[src/rtl/rr_arbiter8.sv]
// Round-robin arbiter: one of eight requesters owns the shared resource at a time,
// reported as a 3-bit index plus its one-hot decode, with a bounded hold time.
module rr_arbiter8 #(
  parameter int MAX_HOLD = 16
) (
  input  logic       clk,
  input  logic       rst,
  input  logic [7:0] req,
  input  logic       done,
  output logic       gnt_valid,
  output logic [2:0] gnt_idx,
  output logic [7:0] gnt,
  output logic       timeout
);

  localparam int CNT_W = (MAX_HOLD > 2) ? $clog2(MAX_HOLD) : 1;
  localparam logic [CNT_W-1:0] HOLD_LAST = CNT_W'(MAX_HOLD - 1);

  localparam logic [0:0] ST_IDLE  = 1'b0;
  localparam logic [0:0] ST_GRANT = 1'b1;

  logic [0:0]       state_q, state_d;
  logic [2:0]       ptr_q, ptr_d;
  logic [CNT_W-1:0] hold_cnt_q, hold_cnt_d;
  logic [2:0]       gnt_idx_q, gnt_idx_d;
  logic             timeout_q, timeout_d;

  logic       pick_found;
  logic [2:0] pick_idx;
  logic [2:0] cand;
  logic       owner_drop;
  logic       hold_limit;

  // Search starts at ptr and wraps, so the last owner is considered last.
  always_comb begin
    pick_found = 1'b0;
    pick_idx   = 3'd0;
    cand       = 3'd0;
    for (int i = 0; i < 8; i++) begin
      cand = ptr_q + 3'(i);
      if (!pick_found && req[cand]) begin
        pick_found = 1'b1;
        pick_idx   = cand;
      end
    end
  end

  assign owner_drop = done || !req[gnt_idx_q];
  assign hold_limit = (hold_cnt_q == HOLD_LAST);

  always_comb begin
    state_d    = state_q;
    ptr_d      = ptr_q;
    hold_cnt_d = hold_cnt_q;
    gnt_idx_d  = gnt_idx_q;
    timeout_d  = 1'b0;
    case (state_q)
      ST_IDLE: begin
        if (pick_found) begin
          state_d    = ST_GRANT;
          gnt_idx_d  = pick_idx;
          hold_cnt_d = '0;
        end
      end
      ST_GRANT: begin
        if (owner_drop || hold_limit) begin
          // Timeout is only flagged when the owner would otherwise have kept going.
          state_d    = ST_IDLE;
          ptr_d      = gnt_idx_q + 3'd1;
          gnt_idx_d  = 3'd0;
          hold_cnt_d = '0;
          timeout_d  = hold_limit && !owner_drop;
        end else begin
          hold_cnt_d = hold_cnt_q + 1'b1;
        end
      end
      default: begin
        state_d    = ST_IDLE;
        gnt_idx_d  = 3'd0;
        hold_cnt_d = '0;
      end
    endcase
  end

  always_ff @(posedge clk) begin
    if (rst) begin
      state_q    <= ST_IDLE;
      ptr_q      <= 3'd0;
      hold_cnt_q <= '0;
      gnt_idx_q  <= 3'd0;
      timeout_q  <= 1'b0;
    end else begin
      state_q    <= state_d;
      ptr_q      <= ptr_d;
      hold_cnt_q <= hold_cnt_d;
      gnt_idx_q  <= gnt_idx_d;
      timeout_q  <= timeout_d;
    end
  end

  assign gnt_valid = (state_q == ST_GRANT);
  assign gnt_idx   = gnt_idx_q;
  assign gnt       = gnt_valid ? (8'b0000_0001 << gnt_idx_q) : 8'b0;
  assign timeout   = timeout_q;

endmodule

[config.mk]
export PLATFORM = sky130hd
export DESIGN_NAME = rr_arbiter8
export DESIGN_NICKNAME = d
export VERILOG_FILES = /design/src/rtl/rr_arbiter8.sv
export SDC_FILE = /design/constraint.sdc
export NUM_CORES = 1
export LEC_CHECK = 0
export ABC_AREA = 1
export BUFFER_PORTS_ARGS = -buffer_cell sky130_fd_sc_hd__buf_2
export CORE_MARGIN = 4
export CORE_UTILIZATION = 56
export CTS_CLUSTER_SIZE = 40
export DETAILED_ROUTE_END_ITERATION = 8
export PLACE_DENSITY = 0.79
export SETUP_SLACK_MARGIN = 0.5
export SLEW_MARGIN = 0
export SYNTH_ARGS = -nofsm -noshare
export SYNTH_HDL_FRONTEND = slang
export SYNTH_SLANG_ARGS = --single-unit
[constraint.sdc]
create_clock -name clk -period 2.81 [get_ports clk]
set_input_delay 0.1405 -clock clk [delete_from_list [all_inputs] [get_ports clk]]
set_output_delay 0.1405 -clock clk [all_outputs]
set_load 0.02 [all_outputs]
==> results of run 1 <==
area by class of cell:
class	count	area (um^2)
multi-input combinational	187	1070
clock buffer	3	22.5
sequential	12	241
inverter	32	123
timing repair buffer	26	138
tap	30	37.5
fill	251	845
per-stage QoR:
stage	area, um^2	setup slack, ps	utilization [%]
floorplan	1450	694	-
global placement	1590	661	64.0
detailed placement	1590	600	64.0
CTS	1610	586	64.9
global route	1630	544	65.9
finish	1630	732	65.9
repair_timing:
action | in CTS | in global routing
hold buffers | 0 | 0
buffers inserted | 0 | 1
endpoints found under the setup margin | 0 | 9
gates resized for setup | 0 | 4
metal layers:
layer  GRT usage, %  part of all wire [%]  vias to the layer above
met5              0                     0                        -
met4           7.44                   1.4                        0
met3           1.97                   4.1                        7
met2           36.0                    48                       39
met1           27.5                    47                      682
li1               -                     -                      813
where the power goes:
part,internal [mW],switching [mW]
Combinational,0.416,0.839
Clock,0.0496,0.0542
Sequential,0.213,0.0783
Total,0.678,0.972
cell usage in the layout, fill, tap and decap left out, drive strengths merged, types with 2 or more instances in the layout:
| cell type | instances |
|---|---|
| xnor2 | 2 |
| o21ai | 11 |
| a21oi | 11 |
| clkbuf | 3 |
| xor2 | 3 |
| buf | 26 |
| nand2 | 70 |
| o211ai | 2 |
| nand4 | 3 |
| ha | 9 |
| nor2 | 31 |
| nand3 | 39 |
| inv | 32 |
| dfxtp | 12 |
worst max-delay path, stage by stage (launching register included):
cell and delay, ps:
dfxtp_1 320, inv_2 150, ha_4 250, inv_4 90, nand3_1 120, nand3_2 130, nand2_2 110, nor2_8 130
nand4_4 130, nor2_8 150, nand3_4 100, nand2_4 100, nor2_1 50, nand2_1 80, a21oi_1 60
registers in the layout (all words and copies together) (netlist names):
signal / count
hold_cnt_q: 4
gnt_valid: 1
timeout: 1
ptr_q: 3
gnt_idx: 3
kinds of logic after synthesis:
group	synth area share (%)
xor gates and xnor gates	4.06
and+or+nand+nor	51.5
DFF	16.6
buffers and inverters	10.4
adders and majority gates	7.77
AOI/OAI and AO/OA	9.76
worst max path at each step:
stage                     slack [ps]  depth (start not counted)    endpoint
after floorplan                  690                         15   gnt_valid
after global placement           660                         14  gnt_idx[2]
final                            730                         14  gnt_idx[2]
after global routing             540                         15  gnt_idx[1]
after detailed placement         600                         14  gnt_idx[2]
after CTS                        590                         14  gnt_idx[2]
==> summary.txt, run 1 <==
Synthesis
  • Sequential-to-total area share from yosys stat: around 17%
  • Yosys top cell by area: nand2_1
  • Register bit total from synthesis: 12
  • Syn nets: about 250
  • Top post-synthesis cells by count: nand2_1 (66), nand3_1 (30), nor2_1 (28)
  • Primary FF master, synth: dfxtp_1
  • Main area contributors after synthesis: nand2_1 (17%), dfxtp_1 (17%), nand3_1 (10%), ha_1 (7.8%), nor2_1 (7.3%)
  • Syn Area/Cell: between 6 and 7 um^2
  • Share of the synthesized area in the top cell type: roughly 17%
  • Synthesized netlist cell count: 234
  • Post-synth EDFFs: 0
  • Netlist Area Pre-Place: approximately 0.0014 mm^2
  • Yosys Warn Count: 0
  • Synth cell types: 31
  • Async SR Flop Fraction: 0%
  • Count leader, synth: nand2_1

Timing
  • Slew @ Worst Pin: around 450 ps
  • Total negative slack: 0 ps
  • RSZ-0062 raised after global routing: false
  • Fin. Hold Viols: 0
  • Worst hold slack: about 110 ps
  • Fin. max-slew vios: 0
  • Max-slew headroom: between 60 and 70%
  • Tmin final: ~2100 ps
  • Final setup viols: 0
  • Fmax: 481 MHz
  • Setup Skew: 4.22 ps
  • Period utilization: ~74%

Critical path
  • Reg2reg setup slack: 730 ps
  • Critical Path Start: ptr_q[1]
  • Worst reg2reg path endpoint: gnt_idx[2]
  • Worst R2R Start: ptr_q[1]
  • Critical Path Fanout Max: 7
  • CP startpoint kind: flip-flop
  • Crit Path Class: reg2reg
  • Worst setup EP type: flip-flop
  • FF-to-FF path depth: 14
  • Crit path required time: 2970 ps
  • Critical path arrival: 2240 ps

Outcome
  • Status: finished, final reports clean

Hold path
  • Hold_sp: rst
  • Hold Path Stages: 2
  • Min-Delay Path Class: in2reg
  • WHS Endpoint: gnt_idx[0]

Clock tree
  • Clock Root Buffer: clkbuf_4
  • Clk sinks: 12
  • CTS max path bufs: 2
  • Max H-tree Level: 1
  • Clock latency on the worst-skew pair: roughly 270 ps
  • Clock slew at reported path FFs: 70 ps
  • CTS tree: done
  • Number of buffers created by CTS: 3

Final layout
  • Ant diodes: 0
  • Final std cells w/o fill: 290
  • Share of cells above drive strength 1: 21.9%
  • # nets final: 282
  • Layout area overhead: 12.7%

Drt
  • Initial DRC count: between 60 and 70
  • Vias/cell: 5.31
  • WL/cell: ~12 um
  • Post-DRT Antenna Nets: 0
  • Drt drc: 0
  • WL final: about 3400 um
  • Via count: 1541
  • Drt first pass iters: 4

Pwr
  • LEAKAGE: 0.874 nW
  • Total power draw: 1.65 mW
  • IR drop worst, VDD: about 0.00060 V
  • PD cells: roughly 1000 mW/mm^2

Die
  • Rows: 18
  • Die area: ~0.0035 mm^2
  • Area of the core: 0.00248 mm^2
  • Initial Util: 58.5%
  • Die height: 58.9 um
  • Num ports: 24
  • Die width: 58.9 um

GRT
  • GRT overflow: 0
  • Total GRT Usage: 21.1%
  • Largest net degree at the start of global routing: 13
  • Initial antenna violation count: 0
  • Global-route wire length before repair: roughly 5800 um
  • Vias in the first global route: 1380

Place
  • Total placed cells including tap cells: 286
  • Hpwl dp: 2750 um
  • Number of port buffers: 23
  • Routability cong.: 0.926

Run
  • Maxcap violations: 0
No activity file was read; power rests on OpenSTA's default activity.
==> inputs of run 2 (changes only) <==
--- a/config.mk
+++ b/config.mk
@@ -8,10 +8,10 @@
 export ABC_AREA = 1
 export BUFFER_PORTS_ARGS = -buffer_cell sky130_fd_sc_hd__buf_2
 export CORE_MARGIN = 4
-export CORE_UTILIZATION = 56
+export CORE_UTILIZATION = 51
 export CTS_CLUSTER_SIZE = 40
 export DETAILED_ROUTE_END_ITERATION = 8
-export PLACE_DENSITY = 0.79
+export PLACE_DENSITY = 0.76
 export SETUP_SLACK_MARGIN = 0.5
 export SLEW_MARGIN = 0
 export SYNTH_ARGS = -nofsm -noshare
==> constraint.sdc (replaced) <==
create_clock -name clk -period 1.7 [get_ports clk]
set_input_delay 0.085 -clock clk [delete_from_list [all_inputs] [get_ports clk]]
set_output_delay 0.085 -clock clk [all_outputs]
set_load 0.02 [all_outputs]
==> run 2 against run 1 <==
The run now ends with setup timing left. Die area grew 8.4%. Combinational power grew to 3.2 times the previous value. First-iteration DRC count grew to 5.7 times the previous value. Global-route usage grew 5.2 points. Register-to-register slack lost 1300 ps. Sequential share of layout area shrank 4.0 points. Clock power grew 84%. Maximum frequency shrank 9.3%. Via count grew 40%. Critical path depth grew 1. Non-clock buffer count grew 44.
==> summary.txt, run 2 (synthesis results as in run 1) <==
Final layout
  • Commonest non-fill, non-tap cell in the layout: nand2_1
  • # nets final: 326 (+16%)
  • Ant diodes: 0 (unchanged)
  • Share of cells above drive strength 1: 51.3% (+29 points)
  • Final Cell Area: 0.00236 mm^2 (+45%)
  • Final std cells w/o fill: 335 (+16%)
  • FILL cells: 128 (-49%)
  • Max reg flops: 4 (unchanged)
  • Layout area overhead: 63.0%
  • Leading cell types in the layout, fill and taps excluded: nand2_1 (57), buf_4 (42), nand3_1 (22), nor2_1 (19), inv_1 (18)
  • Largest Register: hold_cnt_q

Hold path
  • Hold_sp: rst
  • WHS Endpoint: gnt_idx[0]
  • Hold Path Stages: 2 (unchanged)
  • Min-Delay Path Class: in2reg

Timing
  • Period utilization: 135% (+61 points)
  • Slew @ Worst Pin: 391 ps (-62.4 ps)
  • Tmin final: 2290 ps (+213 ps)
  • Setup Skew: 16.1 ps (+11.9 ps)
  • Fmax: 436 MHz (-9.3%)
  • RSZ-0062 raised after global routing: true
  • Fin. max-slew vios: 0 (unchanged)
  • Final setup viols: 11 (+11)
  • Fin. Hold Viols: 0 (unchanged)
  • Max-slew headroom: 73.7% (+3.9 points)
  • Setup WS post-layout: -591 ps (-1320 ps)

Outcome
  • Status: complete, but fails checks
  • Failing checks: setup timing

Critical path
  • Cell mode on critical path: inv_1
  • Reg2reg setup slack: -590 ps (-1320 ps)
  • Worst reg2reg path endpoint: gnt_valid
  • Crit path required time: 1890 ps (-1080 ps)
  • Max incr delay on CP: 400 ps (+80 ps)
  • FF-to-FF path depth: 15 (+1)
  • Crit Path Class: reg2reg
  • Critical path arrival: 2480 ps (+240 ps)
  • CP max-delay cell: dfxtp_4
  • Worst R2R Start: ptr_q[1]
  • Critical Path Fanout Max: 6 (-1)
  • CP startpoint kind: flip-flop
  • Worst setup EP type: flip-flop
  • Cells along the critical path: inv_6 -> ha_4 -> inv_6 -> nand3_2 -> nand2_2 -> nor2_1 -> inv_1 -> o21ai_0 -> buf_4 -> inv_1 -> nand3_4 -> nor2_4 -> inv_2 -> nand3_2 -> inv_1
  • Critical Path Start: ptr_q[1]

Pwr
  • LEAKAGE: 1.13 nW (+29%)
  • PD cells: 2020 mW/mm^2 (+100%)
  • Clk pwr share: 4.0% (-2.3 points)
  • Reg power frac: 10.8% (-6.8 points)
  • Int Pwr: 2.07 mW (+210%)
  • Net Sw Power: 2.69 mW (+180%)
  • IR drop worst, VDD: 0.00186 V (+210%)
  • Switching Share: 56.5% (-2.4 points)
  • Gate power share: 85.2% (+9.1 points)

Drt
  • Via count: 2155 (+40%)
  • WL/cell: 21.7 um (+85%)
  • Initial DRC count: 390 (+470%)
  • Drt first pass iters: 7 (+3)
  • WL final: 7260 um (+110%)
  • Drt drc: 0 (unchanged)
  • Post-DRT Antenna Nets: 0 (unchanged)
  • Vias/cell: 6.43 (+21%)

GRT
  • Total GRT Usage: 26.3% (+5.2 points)
  • Largest net degree at the start of global routing: 9 (-4)
  • GRT overflow: 0 (unchanged)
  • Initial antenna violation count: 0 (unchanged)
  • Global-route wire length before repair: 7410 um (+27%)
  • Vias in the first global route: 1688 (+22%)

Die
  • Initial Util: 53.0% (-5.5 points)
  • Die width: 61.3 um (+4.1%)
  • Num ports: 24 (unchanged)
  • Rows: 19 (+1)
  • Die height: 61.3 um (+4.1%)
  • Area of the core: 0.00273 mm^2 (+10%)
  • Die area: 0.00376 mm^2 (+8.4%)

Clock tree
  • Clk sinks: 12 (unchanged)
  • CTS max path bufs: 2 (unchanged)
  • CTS tree: done
  • Clock slew at reported path FFs: 90 ps (+20 ps)
  • Clock latency on the worst-skew pair: 290 ps (+20 ps)
  • Clock Root Buffer: clkbuf_4
  • Max H-tree Level: 1 (unchanged)
  • Number of buffers created by CTS: 3 (unchanged)

Place
  • Placed Instance Area: 0.00189 mm^2 (+19%)
  • Number of port buffers: 23 (unchanged)
  • Total placed cells including tap cells: 318 (+11%)
  • Routability cong.: 0.905 (-2.2%)
  • Hpwl dp: 3140 um (+14%)

Run
  • Maxcap violations: 0 (unchanged)
-- run 2: cell count changes in the layout (fill, tap and decap cells not counted), sizes merged --
cell and change:
buf +44
-- run 2: worst max path at each step --
stage	to	slack (ps)
after global placement	hold_cnt_q[2]	-300
after floorplan	gnt_valid	-280
after global routing	ptr_q[0]	-800
after CTS	hold_cnt_q[2]	-260
final	gnt_valid	-590
after detailed placement	hold_cnt_q[2]	-400
-- run 2: per-layer routing --
layer  routed length (um)  track usage [%]  vias up
met4                  633             12.1        0
met1                 2410             32.9      959
met2                 3320             42.7      221
met3                  893             6.08       77
li1                     -                -      898
met5                    0                0        -
-- run 2: area by class of cell --
| type | count | area [um^2] | area share, % |
|---|---|---|---|
| Multi-Input combinational cell | 187 | 1360 | 57.4 |
| Timing Repair Buffer | 70 | 546 | 23.1 |
| Sequential cell | 12 | 255 | 10.8 |
| Inverter | 32 | 145 | 6.14 |
| Tap cell | 31 | 38.8 | 1.64 |
| Clock buffer | 3 | 22.5 | 0.953 |
-- run 2: power groups by stage --
stage | clock network, mW | registers (mW) | logic, mW
2_1_floorplan | 0 | 0.513 | 1.70
3_3_place_gp | 0 | 0.478 | 2.67
3_5_place_dp | 0 | 0.482 | 2.70
4_1_cts | 0.179 | 0.507 | 3.03
5_1_grt | 0.199 | 0.521 | 4.27
6_report | 0.191 | 0.515 | 4.06
-- run 2: worst max-delay path: cells and delay by family (launching register included) --
family / cells / cell delay (ps)
buffers and inverters: 7 / 660
adders and majority gates: 1 / 290
and+or+nand+nor: 6 / 710
DFF: 1 / 400
AOI/OAI and AO/OA: 1 / 120
-- run 2: repair_timing --
item                                    4_1_cts  5_1_grt
setup buffers                                 6        8
resized for setup                            45       50
pin swaps                                    22       16
hold buffers                                  0        0
endpoints found under the setup margin       19       20
-- run 2: through the flow --
step           hold WS (ps)  power, mW  setup WS [ps]  utilization, %  setup TNS, ps
2_1_floorplan           144       2.22           -282               -          -2160
3_3_place_gp            332       3.15           -302            69.1          -2260
3_5_place_dp            337       3.18           -397            69.1          -3060
4_1_cts                44.0       3.71           -257            77.2          -1970
5_1_grt                64.0       4.99           -797            86.4          -7480
6_report               51.0       4.76           -591            86.4          -5300
==> inputs of run 3 (changes only) <==
--- a/config.mk
+++ b/config.mk
@@ -12,7 +12,7 @@
 export CTS_CLUSTER_SIZE = 40
 export DETAILED_ROUTE_END_ITERATION = 8
 export PLACE_DENSITY = 0.76
-export SETUP_SLACK_MARGIN = 0.5
+export SETUP_SLACK_MARGIN = 0.02
 export SLEW_MARGIN = 0
 export SYNTH_ARGS = -nofsm -noshare
 export SYNTH_HDL_FRONTEND = slang
==> run 3 against run 2 <==
The run still ends with setup timing left. Combinational power fell by 25%. Core utilization shrank 12 points. Via count fell by 22%. Critical path depth is 1 lower. Clock skew shrank 15 ps. Die area unchanged. Hold slack better by 2.5 ps. Sequential power shrank 11%. Final cell count decreased by 2.4%. Clock power fell by 2%. Wire length fell by 44%. Global-route usage decreased by 4.6 points. Largest cell class unchanged. Largest power group unchanged.
==> summary.txt, run 3 (synthesis results as in run 1) <==
Critical path
  • Worst setup EP type: flip-flop
  • CP startpoint kind: flip-flop
  • Max incr delay on CP: 390 ps (about the same)
  • Critical Path Fanout Max: 6 (unchanged)
  • CP max-delay cell: dfxtp_4
  • Critical path arrival: 2210 ps (-270 ps)
  • Cell mode on critical path: nand2_2
  • Crit Path Class: reg2reg
  • Cells along the critical path: inv_6 -> ha_4 -> inv_6 -> nand3_1 -> nand2_2 -> nand2_2 -> nand2_2 -> nand4_4 -> nor2_8 -> nand3_4 -> nand2_4 -> nor2_1 -> nand2_1 -> a21oi_2
  • Crit path required time: 1870 ps (-20 ps)

Timing
  • Final setup viols: 8 (-3)
  • Fin. Hold Viols: 0 (unchanged)
  • Fmax: 490 MHz (+12%)
  • Period utilization: 120% (-15 points)
  • Tmin final: 2040 ps (-249 ps)
  • Setup WS post-layout: -342 ps (+249 ps)
  • Total negative slack: -2580 ps (+2720 ps)
  • Slew @ Worst Pin: 311 ps (-80.0 ps)
  • Max-slew headroom: 79.1% (+5.5 points)
  • RSZ-0062 raised after global routing: true
  • Worst hold slack: 53.5 ps (+2.46 ps)
  • Fin. max-slew vios: 0 (unchanged)
  • Setup Skew: 0.682 ps (-15.5 ps)

Die
  • Area of the core: 0.00273 mm^2 (unchanged)
  • Rows: 19 (unchanged)
  • Die area: 0.00376 mm^2 (unchanged)
  • Initial Util: 53.0% (unchanged)
  • Num ports: 24 (unchanged)
  • Die height: 61.3 um (unchanged)
  • Die width: 61.3 um (unchanged)

Drt
  • Initial DRC count: 145 (-63%)
  • Vias/cell: 5.11 (-21%)
  • WL final: 4030 um (-44%)
  • Post-DRT Antenna Nets: 0 (unchanged)
  • WL/cell: 12.3 um (-43%)
  • Via count: 1672 (-22%)
  • Drt drc: 0 (unchanged)
  • Drt first pass iters: 4 (-3)

Run
  • Maxcap violations: 0 (unchanged)

Final layout
  • # nets final: 317 (-2.8%)
  • Leading cell types in the layout, fill and taps excluded: nand2_1 (59), buf_4 (36), nor2_1 (26), inv_1 (25)
  • FILL cells: 214 (+67%)
  • Final std cells w/o fill: 327 (-2.4%)
  • Max reg flops: 4 (unchanged)
  • Ant diodes: 0 (unchanged)
  • Share of cells above drive strength 1: 38.9% (-12 points)
  • Commonest non-fill, non-tap cell in the layout: nand2_1
  • Largest Register: hold_cnt_q
  • Layout area overhead: 40.9%
  • Final Cell Area: 0.00204 mm^2 (-14%)

GRT
  • Total GRT Usage: 21.7% (-4.6 points)
  • Initial antenna violation count: 0 (unchanged)
  • Largest net degree at the start of global routing: 11 (+2)
  • GRT overflow: 0 (unchanged)
  • Global-route wire length before repair: 6150 um (-17%)
  • Vias in the first global route: 1481 (-12%)

Hold path
  • Min-Delay Path Class: in2reg

Place
  • Total placed cells including tap cells: 318 (unchanged)
  • Hpwl dp: 3150 um (about the same)
  • Number of port buffers: 23 (unchanged)
  • Placed Instance Area: 0.00188 mm^2 (-0.40%)
  • Routability cong.: 0.917 (+1.2%)

Clock tree
  • Clock slew at reported path FFs: 70 ps (-20 ps)
  • Hold_buf cts: 0 (unchanged)
  • CTS tree: done
  • Clock latency on the worst-skew pair: 270 ps (-20 ps)
  • Clk sinks: 12 (unchanged)
  • Clock Root Buffer: clkbuf_4
  • Max H-tree Level: 1 (unchanged)
  • Number of buffers created by CTS: 3 (unchanged)
  • CTS max path bufs: 2 (unchanged)

Pwr
  • Reg power frac: 12.5% (+1.7 points)
  • LEAKAGE: 1.07 nW (-5.1%)
  • Switching Share: 52.9% (-3.7 points)
  • Total power draw: 3.68 mW (-23%)
  • Int Pwr: 1.74 mW (-16%)
  • Clk pwr share: 5.1% (+1.1 points)
  • Net Sw Power: 1.95 mW (-28%)
  • Gate power share: 82.5% (-2.7 points)
  • PD cells: 1800 mW/mm^2 (-10%)
  • IR drop worst, VDD: 0.00147 V (-21%)

Outcome
  • Failing checks: setup timing
  • Status: complete, but fails checks
## run 3: stage by stage
stage / util [%] / worst slack [ps]
2_1_floorplan: - / -283
3_3_place_gp: 68.8 / -307
3_5_place_dp: 68.8 / -391
4_1_cts: 71.7 / -271
5_1_grt: 74.7 / -475
6_report: 74.7 / -342
## run 3: critical path, delay by kind of cell (launching register included)
kind,cells,cell delay [ps]
buffers and inverters,2,140
adder cells (fa/ha/maj),1,280
AO/OA/AOI/OAI,1,50
flip-flops,1,390
AND/OR/NAND/NOR,10,1070
## run 3: path summary, 6_finish.rpt
check / to / cells past startpoint / start / slack (ps)
worst max register to register: gnt_idx[2] / 14 / ptr_q[1] / -340
worst min register to register: hold_cnt_q[3] / 2 / hold_cnt_q[3] / 460
worst max-delay path: gnt_idx[2] / 14 / ptr_q[1] / -340
worst min-delay path: gnt_idx[0] / 2 / rst / 50
## run 3: timing repair
action,4_1_cts,5_1_grt
endpoints found under the setup margin,8,11
endpoints found under the hold margin,0,0
pin swaps,6,11
buffers inserted,3,2
cloned,0,0
gates resized for setup,8,20
## run 3: power groups by stage
stage	logic (mW)	clock network (mW)	registers [mW]
3_3_place_gp	2.63	0	0.467
6_report	3.04	0.187	0.459
3_5_place_dp	2.66	0	0.469
5_1_grt	3.33	0.204	0.473
2_1_floorplan	1.69	0	0.501
4_1_cts	2.77	0.191	0.470
## run 3: layer usage
| layer | global-route usage, % | share of wire [%] |
|---|---|---|
| met2 | 36.0 | 48 |
| met4 | 4.02 | 0 |
| met1 | 29.1 | 47 |
| met5 | 0 | 0 |
| met3 | 5.03 | 4.8 |
## run 3: cell type report
cell class	instances	area [um^2]	share of cell area, %
Multi-Input combinational cell	187	1180	58.0
Clock buffer	4	26.3	1.29
Inverter	32	130	6.37
Timing Repair Buffer	61	410	20.1
Tap cell	31	38.8	1.90
Sequential cell	12	253	12.4
